**config.mk**
```make
export PLATFORM = sky130hd
export DESIGN_NAME = output_store_ctrl
export DESIGN_NICKNAME = d
export VERILOG_FILES = /design/src/rtl/output_store_pkg.sv /design/src/rtl/output_store_ctrl_sel_shifter.sv /design/src/rtl/output_store_ctrl.sv
export SDC_FILE = /design/constraint.sdc
export NUM_CORES = 1
export LEC_CHECK = 0
export CORE_ASPECT_RATIO = 0.9
export CORE_UTILIZATION = 52
export DETAILED_ROUTE_END_ITERATION = 16
export PLACE_DENSITY = 0.82
export RECOVER_POWER = 50
export SKIP_LAST_GASP = 1
export SYNTH_ARGS = -nofsm -noshare
export SYNTH_HDL_FRONTEND = slang
export SYNTH_SLANG_ARGS = --single-unit
```
**constraint.sdc**
```tcl
create_clock -name clk_i -period 5.6 [get_ports clk_i]
set_input_delay 1.12 -clock clk_i [delete_from_list [all_inputs] [get_ports clk_i]]
set_output_delay 1.12 -clock clk_i [all_outputs]
set_load 0.005 [all_outputs]
```
**src/rtl/output_store_pkg.sv**
```systemverilog
// Shared types, widths and the array-column to mux-select mapping
// used by the output-path sequencer.
package output_store_pkg;

  localparam int NUMBER_MUX_OUT_1         = 4;
  localparam int NUMBER_INPUT_MUX_OUT_1   = 4;
  localparam int N_COLS_ARRAY             = NUMBER_MUX_OUT_1 * NUMBER_INPUT_MUX_OUT_1;
  localparam int SEL_WIDTH_MUX_OUT_1      = 2;
  localparam int SEL_WIDTH_MUX_OUT_2      = 2;
  localparam int NUMBER_SUPPORTED_FILTERS = 30;
  localparam int FILT_WIDTH               = $clog2(NUMBER_SUPPORTED_FILTERS);
  localparam int BRAM_ADDR_WIDTH          = 11;
  localparam int COL_WIDTH                = $clog2(N_COLS_ARRAY);
  localparam int M_WIDTH                  = FILT_WIDTH + 1;
  localparam int CNT_WIDTH                = BRAM_ADDR_WIDTH + 1;

  typedef enum logic [2:0] {IDLE, CONFIG, CAPTURE, ISSUE, WAIT, OUT} state_t;

  typedef struct packed {
    logic [SEL_WIDTH_MUX_OUT_2-1:0] sel_2;
    logic [SEL_WIDTH_MUX_OUT_1-1:0] sel_1;
  } sel_t;

  // Low bits pick the input within a first-level mux, high bits pick the mux.
  function automatic sel_t col_to_sel(input logic [COL_WIDTH-1:0] col);
    sel_t s;
    s.sel_1 = col[SEL_WIDTH_MUX_OUT_1-1:0];
    s.sel_2 = col[COL_WIDTH-1 -: SEL_WIDTH_MUX_OUT_2];
    return s;
  endfunction

endpackage

```
**src/rtl/output_store_ctrl_sel_shifter.sv**
```systemverilog
// CONFIG-phase down-counter: emits one column select per filter,
// last filter first, so filter k ends up at chain position k.
module output_sel_shifter
  import output_store_pkg::*;
(
  input  logic                           clk_i,
  input  logic                           rst_n_i,
  input  logic                           load_i,
  input  logic                           active_i,
  input  logic [M_WIDTH-1:0]             n_filters_i,
  input  logic [COL_WIDTH-1:0]           col_offset_i,
  output logic [SEL_WIDTH_MUX_OUT_1-1:0] sel_1_o,
  output logic [SEL_WIDTH_MUX_OUT_2-1:0] sel_2_o,
  output logic                           ld_o,
  output logic                           last_o
);

  logic [M_WIDTH-1:0]   k_q, k_d;
  logic [COL_WIDTH-1:0] off_q, off_d;
  logic [COL_WIDTH-1:0] col;
  sel_t                 sel;

  always_comb begin
    k_d   = k_q;
    off_d = off_q;
    if (load_i) begin
      k_d   = n_filters_i - M_WIDTH'(1);
      off_d = col_offset_i;
    end else if (active_i && (k_q != '0)) begin
      k_d = k_q - M_WIDTH'(1);
    end
  end

  always_ff @(posedge clk_i or negedge rst_n_i) begin
    if (!rst_n_i) begin
      k_q   <= '0;
      off_q <= '0;
    end else begin
      k_q   <= k_d;
      off_q <= off_d;
    end
  end

  // Truncating add gives the modulo-16 wrap for M > 16.
  assign col     = off_q + k_q[COL_WIDTH-1:0];
  assign sel     = col_to_sel(col);
  assign sel_1_o = active_i ? sel.sel_1 : '0;
  assign sel_2_o = active_i ? sel.sel_2 : '0;
  assign ld_o    = active_i;
  assign last_o  = (k_q == '0);

endmodule

```
**src/rtl/output_store_ctrl.sv**
```systemverilog
// Output-path sequencer: configures the select chain, captures array
// results into BRAM, then streams them out filter by filter.
module output_store_ctrl
  import output_store_pkg::*;
(
  input  logic                           clk_i,
  input  logic                           rst_n_i,
  input  logic                           start_i,
  input  logic [FILT_WIDTH:0]            n_filters_i,
  input  logic [COL_WIDTH-1:0]           col_offset_i,
  input  logic [BRAM_ADDR_WIDTH:0]       n_pixels_i,
  input  logic [BRAM_ADDR_WIDTH-1:0]     base_addr_i,
  input  logic                           res_valid_i,
  input  logic                           out_ready_i,
  output logic [SEL_WIDTH_MUX_OUT_1-1:0] sel_mux_out_1_o,
  output logic [SEL_WIDTH_MUX_OUT_2-1:0] sel_mux_out_2_o,
  output logic                           sel_mux_out_ld_o,
  output logic                           sel_mux_out_rst_o,
  output logic                           mux_out_reg_rst_o,
  output logic                           bram_rst_o,
  output logic                           mux_out_reg_wr_en_o,
  output logic                           bram_wr_en_a_o,
  output logic                           bram_wr_en_b_o,
  output logic [BRAM_ADDR_WIDTH-1:0]     bram_addr_write_read_o,
  output logic [BRAM_ADDR_WIDTH-1:0]     bram_addr_read_write_o,
  output logic [FILT_WIDTH-1:0]          sel_mux_final_o,
  output logic                           out_valid_o,
  output logic                           busy_o,
  output logic                           done_o,
  output logic                           overrun_o
);

  state_t                     state_q, state_d;
  logic [M_WIDTH-1:0]         m_q, m_d;
  logic [CNT_WIDTH-1:0]       n_pix_q, n_pix_d;
  logic [BRAM_ADDR_WIDTH-1:0] base_q, base_d;
  logic [BRAM_ADDR_WIDTH-1:0] wr_ptr_q, wr_ptr_d;
  logic [CNT_WIDTH-1:0]       count_q, count_d;
  logic [M_WIDTH-1:0]         f_q, f_d;
  logic [CNT_WIDTH-1:0]       p_q, p_d;
  logic                       done_q, done_d;
  logic                       overrun_q, overrun_d;
  logic                       cap_pend_q;
  logic                       start_acc;
  logic                       accept;
  logic                       sel_last;

  // Accepted-but-not-yet-written results count toward P so no extra pixel slips in.
  assign start_acc = (state_q == IDLE) && start_i;
  assign accept    = (state_q == CAPTURE) && res_valid_i &&
                     (({1'b0, count_q} + (CNT_WIDTH+1)'(cap_pend_q)) < {1'b0, n_pix_q});

  output_sel_shifter u_sel_shifter (
    .clk_i        (clk_i),
    .rst_n_i      (rst_n_i),
    .load_i       (start_acc),
    .active_i     (state_q == CONFIG),
    .n_filters_i  (n_filters_i),
    .col_offset_i (col_offset_i),
    .sel_1_o      (sel_mux_out_1_o),
    .sel_2_o      (sel_mux_out_2_o),
    .ld_o         (sel_mux_out_ld_o),
    .last_o       (sel_last)
  );

  always_comb begin
    state_d   = state_q;
    m_d       = m_q;
    n_pix_d   = n_pix_q;
    base_d    = base_q;
    wr_ptr_d  = wr_ptr_q;
    count_d   = count_q;
    f_d       = f_q;
    p_d       = p_q;
    done_d    = 1'b0;
    overrun_d = overrun_q | (res_valid_i & ~accept);
    case (state_q)
      IDLE: begin
        if (start_i) begin
          m_d      = n_filters_i;
          n_pix_d  = n_pixels_i;
          base_d   = base_addr_i;
          wr_ptr_d = base_addr_i;
          count_d  = '0;
          f_d      = '0;
          p_d      = '0;
          if ((n_filters_i == '0) || (n_pixels_i == '0)) begin
            done_d = 1'b1;
          end else begin
            state_d = CONFIG;
          end
        end
      end
      CONFIG: begin
        if (sel_last) state_d = CAPTURE;
      end
      CAPTURE: begin
        if (cap_pend_q) begin
          wr_ptr_d = wr_ptr_q + BRAM_ADDR_WIDTH'(1);
          count_d  = count_q + CNT_WIDTH'(1);
          if ((count_q + CNT_WIDTH'(1)) == n_pix_q) state_d = ISSUE;
        end
      end
      ISSUE: state_d = WAIT;
      WAIT:  state_d = OUT;
      OUT: begin
        if (out_ready_i) begin
          if (p_q == (n_pix_q - CNT_WIDTH'(1))) begin
            p_d = '0;
            if (f_q == (m_q - M_WIDTH'(1))) begin
              f_d     = '0;
              done_d  = 1'b1;
              state_d = IDLE;
            end else begin
              f_d     = f_q + M_WIDTH'(1);
              state_d = ISSUE;
            end
          end else begin
            p_d     = p_q + CNT_WIDTH'(1);
            state_d = ISSUE;
          end
        end
      end
      default: state_d = IDLE;
    endcase
  end

  always_ff @(posedge clk_i or negedge rst_n_i) begin
    if (!rst_n_i) begin
      state_q    <= IDLE;
      m_q        <= '0;
      n_pix_q    <= '0;
      base_q     <= '0;
      wr_ptr_q   <= '0;
      count_q    <= '0;
      f_q        <= '0;
      p_q        <= '0;
      done_q     <= 1'b0;
      overrun_q  <= 1'b0;
      cap_pend_q <= 1'b0;
    end else begin
      state_q    <= state_d;
      m_q        <= m_d;
      n_pix_q    <= n_pix_d;
      base_q     <= base_d;
      wr_ptr_q   <= wr_ptr_d;
      count_q    <= count_d;
      f_q        <= f_d;
      p_q        <= p_d;
      done_q     <= done_d;
      overrun_q  <= overrun_d;
      cap_pend_q <= accept;
    end
  end

  assign sel_mux_out_rst_o      = start_acc;
  assign mux_out_reg_rst_o      = start_acc;
  assign bram_rst_o             = start_acc;
  assign mux_out_reg_wr_en_o    = accept;
  assign bram_wr_en_a_o         = cap_pend_q;
  assign bram_wr_en_b_o         = 1'b0;
  assign bram_addr_write_read_o = wr_ptr_q;
  assign bram_addr_read_write_o = base_q + p_q[BRAM_ADDR_WIDTH-1:0];
  assign sel_mux_final_o        = f_q[FILT_WIDTH-1:0];
  assign out_valid_o            = (state_q == OUT);
  assign busy_o                 = (state_q != IDLE);
  assign done_o                 = done_q;
  assign overrun_o              = overrun_q;

endmodule

```
==> results of run 1 <==
placed cells by master (no fill, tap or decap), types with 7 or more instances in the layout:
master / Yosys / final
inv_1: 32 / 32
or3_1: 7 / 7
or2_2: 7 / 7
nor3_1: 20 / 20
ha_1: 33 / 33
a21oi_1: 27 / 27
xnor2_1: 37 / 37
and3_1: 14 / 14
xor2_1: 30 / 30
dfrtp_1: 86 / 86
clkbuf_16: 0 / 9
nor2_1: 59 / 59
nor4_1: 9 / 9
nand3_1: 24 / 24
clkdlybuf4s50_1: 0 / 57
o31ai_1: 14 / 14
o21ai_0: 54 / 54
nand2_1: 117 / 117
dlygate4sd3_1: 0 / 20
a31oi_1: 9 / 9
nand4_1: 13 / 13
cells in the mapped netlist, drive strengths merged, types with 4 or more instances:
cell / instances / area share
nand2: 117 / 0.070
dfrtp: 86 / 0.34
nor2: 59 / 0.035
o21ai: 57 / 0.045
xnor2: 38 / 0.054
clkbuf: 33 / 0.020
ha: 33 / 0.066
inv: 33 / 0.020
xor2: 30 / 0.042
a21oi: 28 / 0.023
nand3: 25 / 0.021
nor3: 22 / 0.019
buf: 15 / 0.017
and3: 14 / 0.014
o31ai: 14 / 0.017
nand4: 13 / 0.013
nor4: 10 / 0.011
a31oi: 9 / 0.0090
a211oi: 8 / 0.011
or3: 8 / 0.0088
and2: 7 / 0.0070
or2: 7 / 0.0070
o211ai: 6 / 0.0072
o22ai: 6 / 0.0060
nor2b: 5 / 0.0050
nor3b: 5 / 0.0068
o21a: 5 / 0.0060
a21boi: 4 / 0.0048
a21o: 4 / 0.0048
nand3b: 4 / 0.0048
registers in the layout (all words and copies together), names as in the netlist:
| signal | cells |
|---|---|
| count_q | 12 |
| base_q | 11 |
| f_q | 6 |
| overrun_o | 1 |
| n_pix_q | 12 |
| bram_addr_write_read_o | 11 |
| u_sel_shifter.k_q | 6 |
| u_sel_shifter.off_q | 4 |
| p_q | 12 |
| bram_wr_en_a_o | 1 |
| m_q | 6 |
| done_o | 1 |
| state_q | 3 |
metrics by stage:
stage,power (mW),setup slack (ns)
3_5_place_dp,2.92,1.12
5_1_grt,3.88,0.501
6_report,3.62,0.721
3_3_place_gp,2.84,1.21
4_1_cts,3.62,0.726
2_1_floorplan,2.26,1.89
routing by layer:
| layer | track usage | up-vias | wire length (µm) | share of wire |
|---|---|---|---|---|
| li1 | - | 2770 | - | - |
| met1 | 0.411 | 2905 | 7810 | 0.44 |
| met2 | 0.447 | 323 | 7870 | 0.45 |
| met3 | 0.0488 | 32 | 1590 | 0.091 |
| met4 | 0.0842 | 2 | 292 | 0.017 |
| met5 | 0 | - | 11 | 0.00063 |
cell families (layout without fill, tap and decap cells):
logic type | after synthesis | after routing
and+or+nand+nor | 314 | 314
AOI/OAI and AO/OA | 172 | 172
DFF | 86 | 86
buffers and inverters | 82 | 131
xor gates and xnor gates | 68 | 68
adders and majority gates | 35 | 35
muxes | 2 | 2
other | 1 | 1
tightest hold or removal path, delay by kind of cell, from the launching register on:
| kind | cells | cell delay, ns |
|---|---|---|
| AND/OR/NAND/NOR | 2 | 0.10 |
| flip-flops | 1 | 0.35 |
where the power goes:
| group | internal, mW | leakage, nW | switching (mW) |
|---|---|---|---|
| logic | 0.828 | 1.90 | 0.975 |
| clock network | 0.434 | 0.166 | 0.252 |
| registers | 0.823 | 1.10 | 0.307 |
area by class of cell:
cell class	count	area, µm²
Sequential cell	86	2150
Timing Repair Buffer	82	802
Clock inverter	6	109
Inverter	34	128
Clock buffer	9	225
Fill cell	991	4200
Tap cell	156	195
Multi-Input combinational cell	592	3770
worst max-delay path by stage:
stage,from,endpoint,depth (start not counted)
after detailed placement,bram_wr_en_a_o,mux_out_reg_wr_en_o,11
after floorplan,start_i,mux_out_reg_rst_o,7
after CTS,bram_wr_en_a_o,mux_out_reg_wr_en_o,11
after global routing,bram_wr_en_a_o,mux_out_reg_wr_en_o,11
final,bram_wr_en_a_o,mux_out_reg_wr_en_o,11
after global placement,bram_wr_en_a_o,mux_out_reg_wr_en_o,11
==> flow_summary.toml, run 1 <==
[status]
status = "finished, violations left"
violations = "capacitance limit, slew limit"

[cells_and_area]
nets = 878
finalInstanceArea_mm2 = 0.00738
final_non_filler_cells = 965
post-route-util = 0.638
drive_above_1_share = 0.0569
area_growth_pct = 17.5
antenna_cell_count = 0

[die]
design.core.area_mm2 = 0.0116
chipHeight_um = 106
io_pins = 80
placementRows = 37
start_util = 0.542
fp.dieArea_mm2 = 0.0125
die-width_um = 118

[global_routing]
maximum_number_of_pins_on_one_net_before_global_route_repair = 57
grtUsageTotal = 0.288
grt_first_pass_wirelength_mm = 28.5
overflow_left_after_global_routing = 0
grt_pass1_vias = 5609
antenna_found_initial = 1

[pwr]
ir_drop_uv = 288
power.static_leakage_nw = 3.17
cellPowerDensity_mw_per_mm2 = 490

[cts]
clock_tree_from_tritoncts = "yes"
clock_path_buffers = 2
cts_repair_resizes = 0
clock_sink_count = 86
clock_latency_ns = 0.34
numCtsBuffers = 9
cts_root_buffer = "clkbuf_16"
post_cts_buffers = 0
htreeDepth = 3
hold_buffers = 0
clkTransAtPathRegs_ns = 0.06

[hold_path]
min-delay-path-class = "flop to flop"
min-delay-start = "u_sel_shifter.off_q[0]"
min_to = "u_sel_shifter.off_q[0]"
min_path_cells = 2

[critical_path]
ff2ff_setup_slack_ns = 2.27
critical_path.most_common_cell = "ha_1"
critical_path_cell_list = "ha_1, ha_1, nand3_1, nor3_1, xnor2_1, ha_1, or3_1, a2111oi_0, a21oi_1, a21oi_1, clkdlybuf4s50_1"
worst-path-buf-inv = 1
timing.rr.end = "p_q[3]"
critical_path_arrival_ns = 3.76
worstReg2RegStart = "n_pix_q[0]"
timing.critical_path.fanout_max = 10
cp_slowest_stage_delay_ns = 0.60
critPathRequiredTime_ns = 4.48
critPathCaptureType = "output pin"
ff2ff_path_depth = 9
critical_path.top_delay_family = "compound AO/OA/AOI/OAI gates"
setup.worst_path.class = "flop to output pin"
cpMaxStageDelayCell = "dfrtp_1"
start_kind = "flop"

[timing]
timing.final.setup_violations = 0
f_max_mhz = 205
finClkSkew_ns = 0.00524
setup_repair_after_global_routing_missed_its_margin = "false"
final-hold-violation-count = 0
drv_slew = 32
fin_crit_ns = 4.88
setup-tns-final_ns = 0
relSlewSlack = -0.230
layout_worst_path_cycle_share = 0.871
fin_hold_ws_ns = 0.483
worstMarginPinSlew_ns = 1.85

[route]
drt_antenna_net_count = 0
dr.pass1.iters = 5
drt_iter0_markers = 657
drt_wl_total_mm = 17.6
vias = 6032
routed_via_density = 6.25
drt-wirelength-per-cell_um = 18.2
post-route-drc-count = 0

[placed_design]
io_buffers = 78
gpl.final_weighted_congestion = 0.942
hpwl_mm = 13.0
postPlaceCellArea_mm2 = 0.00705
dp.cells = 950

[synth]
netlist-cell-type-count = 78
dominantRegCellSynth = "dfrtp_1"
avg_synthesized_cell_area_um2 = 8.26
number_of_warning_messages_in_the_yosys_log = 0
main_combinational_cell_family_by_area_after_synthesis = "simple AND/OR/NAND/NOR gates"
register_area_share_after_synthesis = 0.343
synthXorXnorAreaFrac = 0.0961
netlist_area_mm2 = 0.00628
post_synth_mux_area_share = 0.00339
async_flop_share = 1.00
synth_fp_nets = 833
synthSimpleGateAreaFrac = 0.247
synth_fa_ha_area_frac = 0.0722
synth_cells = 760
synth-compound-area-share = 0.181
synth_edf_count = 0
synth_seq_cells = 86

[job]
timing.max_cap.violations = 1
Note: power is estimated with default switching activity, not from simulation.
==> run 2, diff against run 1 <==
Settings changed: ABC_CLOCK_PERIOD_IN_PS set to 5600, CTS_BUF_LIST set to sky130_fd_sc_hd__clkbuf_4.
==> flow_summary.toml, run 2 (same netlist as run 1, synthesis figures left out) <==
[cells_and_area]
top_regs = "count_q (12), n_pix_q (12), p_q (12)"
finalInstanceArea_mm2 = 0.00722
layout.cells.most_common = "nand2_1"
nets = 878
drive_above_1_share = 0.0544
area_growth_pct = 15.0
final_cell_mix = "nand2_1 (117), dfrtp_1 (86), clkdlybuf4s50_1 (63)"
antenna_cell_count = 0

[global_routing]
grt_first_pass_wirelength_mm = 28.3
grt_pass1_vias = 5550
overflow_left_after_global_routing = 0
grtUsageTotal = 0.285
maximum_number_of_pins_on_one_net_before_global_route_repair = 57
antenna_found_initial = 1

[placed_design]
postPlaceCellArea_mm2 = 0.00705
io_buffers = 78
hpwl_mm = 13.0
gpl.final_weighted_congestion = 0.942

[timing]
layout_worst_path_cycle_share = 0.894
relSlewSlack = -0.229
setup_repair_after_global_routing_missed_its_margin = "false"
final-hold-violation-count = 0
finClkSkew_ns = 0.0150
f_max_mhz = 200
timing.final.setup_violations = 0
setup-tns-final_ns = 0
fin_hold_ws_ns = 0.498
drv_slew = 71
fin_crit_ns = 5.01
worstMarginPinSlew_ns = 1.84

[critical_path]
critPathCaptureType = "output pin"
cp_slowest_stage_delay_ns = 0.62
critical_path.top_delay_family = "simple AND/OR/NAND/NOR gates"
cpMaxStageDelayCell = "dfrtp_1"
critical_path_arrival_ns = 3.89
critical_path_cell_list = "ha_1, ha_1, nand3_1, nor3_1, xnor2_1, ha_1, or3_1, a2111oi_0, a21oi_1, a21oi_1, clkdlybuf4s50_1"
timing.critical_path.fanout_max = 10
start_kind = "flop"
critPathRequiredTime_ns = 4.48
critical_path.most_common_cell = "ha_1"
worst-path-buf-inv = 1
setup.worst_path.class = "flop to output pin"

[cts]
cts_repair_resizes = 0
clkTransAtPathRegs_ns = 0.13
htreeDepth = 3
clock_path_buffers = 2
numCtsBuffers = 9
clock_latency_ns = 0.47
hold_buffers = 0
clock_sink_count = 86
cts_root_buffer = "clkbuf_4"
post_cts_buffers = 0
clock_tree_from_tritoncts = "yes"

[die]
design.core.area_mm2 = 0.0116
die-width_um = 118
fp.dieArea_mm2 = 0.0125
start_util = 0.542
io_pins = 80
placementRows = 37
chipHeight_um = 106

[route]
post-route-drc-count = 0
drt_wl_total_mm = 17.3
dr.pass1.iters = 6
drt_iter0_markers = 663
drt-wirelength-per-cell_um = 17.9
routed_via_density = 6.15
vias = 5931
drt_antenna_net_count = 0

[job]
timing.max_cap.violations = 2

[status]
status = "finished, violations left"
violations = "capacitance limit, slew limit"

[pwr]
ir_drop_uv = 258
cellPowerDensity_mw_per_mm2 = 467
power.static_leakage_nw = 3.08

[hold_path]
min-delay-path-class = "flop to flop"
-- run 2: cell types whose count changed in the layout (fill, tap and decap cells not counted), moves of 6 or more --
cell / previous run / this run
clkdlybuf4s50_1: 57 / 63
clkbuf_4: 0 / 9
dlygate4sd3_1: 20 / 14
clkbuf_16: 9 / 0
-- run 2: cell type report --
class	instances	area, µm²
well taps	156	195
inverters	34	128
fillers	1017	4360
multi-input cells	592	3770
flip-flops and latches	86	2150
clock buffers	9	67.6
clock inverters	6	109
repair buffers	82	798
-- run 2: worst paths after layout --
check	to	slack [ns]	from	cells past startpoint
max	mux_out_reg_wr_en_o	0.59	bram_wr_en_a_o	11
min	u_sel_shifter.off_q[0]	0.50	u_sel_shifter.off_q[0]	2
max reg2reg	u_sel_shifter.k_q[4]	2.03	state_q[1]	10
min reg2reg	u_sel_shifter.off_q[0]	0.50	u_sel_shifter.off_q[0]	2
max in group asynchronous	u_sel_shifter.off_q[1]	2.26	rst_n_i	2
min in group asynchronous	p_q[0]	1.12	rst_n_i	1
-- run 2: through the flow --
step	total power, mW	std cells	setup WS (ns)	utilization
6_report	3.37	965	0.593	0.624
3_3_place_gp	2.84	950	1.21	0.609
4_1_cts	3.37	965	0.575	0.624
2_1_floorplan	2.26	760	1.89	-
5_1_grt	3.63	965	0.316	0.624
3_5_place_dp	2.92	950	1.12	0.609
-- run 2: worst register-to-register path: cells and delay by family, from the launching register on --
kind	cells	cell delay [ns]
adders and majority gates	1	0.30
DFF	1	0.46
AOI/OAI and AO/OA	2	0.27
and+or+nand+nor	4	0.81
buffers and inverters	2	1.40
xor gates and xnor gates	1	0.15
-- run 2: routing by layer --
layer | vias up | wire (µm) | GRT usage
li1 | 2772 | - | -
met5 | - | 8 | 0
met1 | 2828 | 7920 | 0.410
met3 | 34 | 1460 | 0.0569
met4 | 2 | 250 | 0.0687
met2 | 295 | 7670 | 0.441
-- run 2: power by group --
group | internal [mW] | switching [mW]
combinational | 0.829 | 0.966
sequential | 0.821 | 0.305
clock | 0.224 | 0.229
total | 1.87 | 1.50
==> run 3, diff against run 2 <==
Settings changed: ABC_CLOCK_PERIOD_IN_PS 5600 to 4600, CORE_MARGIN set to 4, PLACE_DENSITY 0.82 to 0.85.
Clock period 5.6 ns to 4.6 ns, I/O delays scaled along.
==> flow_summary.toml, run 3 (same netlist as run 1, synthesis figures left out) <==
[placed_design]
gpl.final_weighted_congestion = 0.964
postPlaceCellArea_mm2 = 0.00707
place_ws_ns = 0.456
io_buffers = 78
dp.cells = 953
hpwl_mm = 12.4

[cells_and_area]
top_regs = "count_q (12), n_pix_q (12), p_q (12)"
post-route-util = 0.625
final_non_filler_cells = 970
nets = 882
layout.cells.most_common = "nand2_1"
antenna_cell_count = 0
nFillCells = 1011
final_cell_mix = "nand2_1 (117), dfrtp_1 (81), clkdlybuf4s50_1 (64)"
finalInstanceArea_mm2 = 0.00726
area_growth_pct = 15.6
drive_above_1_share = 0.0737

[timing]
drv_slew = 39
final-hold-violation-count = 0
relSlewSlack = -0.117
layout_worst_path_cycle_share = 0.950
setup-tns-final_ns = 0
fin_crit_ns = 4.37
post-route-worst-setup-slack_ns = 0.231
worstMarginPinSlew_ns = 1.68
timing.final.setup_violations = 0
finClkSkew_ns = 0.0207
f_max_mhz = 229
fin_hold_ws_ns = 0.504

[route]
drt_antenna_net_count = 0
post-route-drc-count = 0
vias = 5848
drt_iter0_markers = 611
drt_wl_total_mm = 16.4
routed_via_density = 6.03
drt-wirelength-per-cell_um = 16.9
dr.pass1.iters = 5

[cts]
numCtsBuffers = 9
clock_sink_count = 86
clkTransAtPathRegs_ns = 0.14
hold_buffers = 0
clock_tree_from_tritoncts = "yes"
clock_latency_ns = 0.46
htreeDepth = 3
cts_root_buffer = "clkbuf_4"
clock_path_buffers = 2

[die]
chipHeight_um = 112
design.core.area_mm2 = 0.0116
fp.dieArea_mm2 = 0.0139
placementRows = 37
start_util = 0.540
io_pins = 80
die-width_um = 124

[pwr]
power.static_leakage_nw = 3.08
ir_drop_uv = 285
cellPowerDensity_mw_per_mm2 = 551
power_mw = 4.00

[critical_path]
critPathRequiredTime_ns = 3.68
worst-path-buf-inv = 1
critical_path_cell_list = "ha_1, nand3_1, or2_2, nor2_1, xor2_1, ha_1, or3_1, a2111oi_4, a21oi_2, a21oi_2, clkdlybuf4s50_1"
worstReg2RegStart = "state_q[2]"
critical_path.top_delay_family = "simple AND/OR/NAND/NOR gates"
setup.worst_path.class = "flop to output pin"
timing.critical_path.fanout_max = 4
ff2ff_setup_slack_ns = 1.03
cpMaxStageDelayCell = "clkdlybuf4s50_1"
critPathCaptureType = "output pin"
cp_slowest_stage_delay_ns = 0.51
cp-startpoint = "count_q[0]"
critical_path_arrival_ns = 3.45
start_kind = "flop"

[job]
timing.max_cap.violations = 1

[global_routing]
grt_first_pass_wirelength_mm = 27.3
maximum_number_of_pins_on_one_net_before_global_route_repair = 65
grt_pass1_vias = 5513
antenna_found_initial = 0
overflow_left_after_global_routing = 0
grtUsageTotal = 0.245

[hold_path]
min-delay-start = "u_sel_shifter.off_q[0]"
min-delay-path-class = "flop to flop"

[status]
status = "finished, violations left"
violations = "capacitance limit, slew limit"
==> run 3: layer usage <==
layer / track usage / wire (µm) / up-vias
met2: 0.355 / 7260 / 281
met1: 0.373 / 7540 / 2766
met5: 0 / 0 / -
li1: - / - / 2777
met3: 0.0408 / 1280 / 24
met4: 0.0716 / 321 / 0
==> run 3: area by class of cell <==
class	instances	area (µm²)	share of cell area
Sequential cell	86	2160	0.297
Timing Repair Buffer	86	831	0.114
Multi-Input combinational cell	592	3810	0.524
Tap cell	156	195	0.0269
Clock inverter	7	73.8	0.0102
Inverter	34	128	0.0176
Clock buffer	9	67.6	0.00931
==> run 3: final timing paths <==
kind / endpoint / depth (start not counted)
max in group asynchronous: p_q[1] / 2
setup / recovery: mux_out_reg_wr_en_o / 11
hold / removal: u_sel_shifter.off_q[0] / 2
setup reg to reg: u_sel_shifter.k_q[4] / 9
hold reg to reg: u_sel_shifter.off_q[0] / 2
min in group asynchronous: overrun_o / 1
==> run 3: tightest hold or removal path, stage by stage, from the launching register on <==
cell and delay [ns]:
dfrtp_1 0.38, nand2_1 0.05, nand2_1 0.05
==> run 3: what timing repair did <==
action,4_1_cts,5_1_grt
endpoints found under the setup margin,1,1
cloned,0,0
buffers inserted,0,1
gates resized for setup,2,11
==> run 3: power breakdown <==
part	internal [mW]	switching, mW	total, mW	leakage (nW)
combinational	1.03	1.17	2.19	1.91
clock	0.167	0.280	0.448	0.0763
sequential	1.00	0.358	1.36	1.09
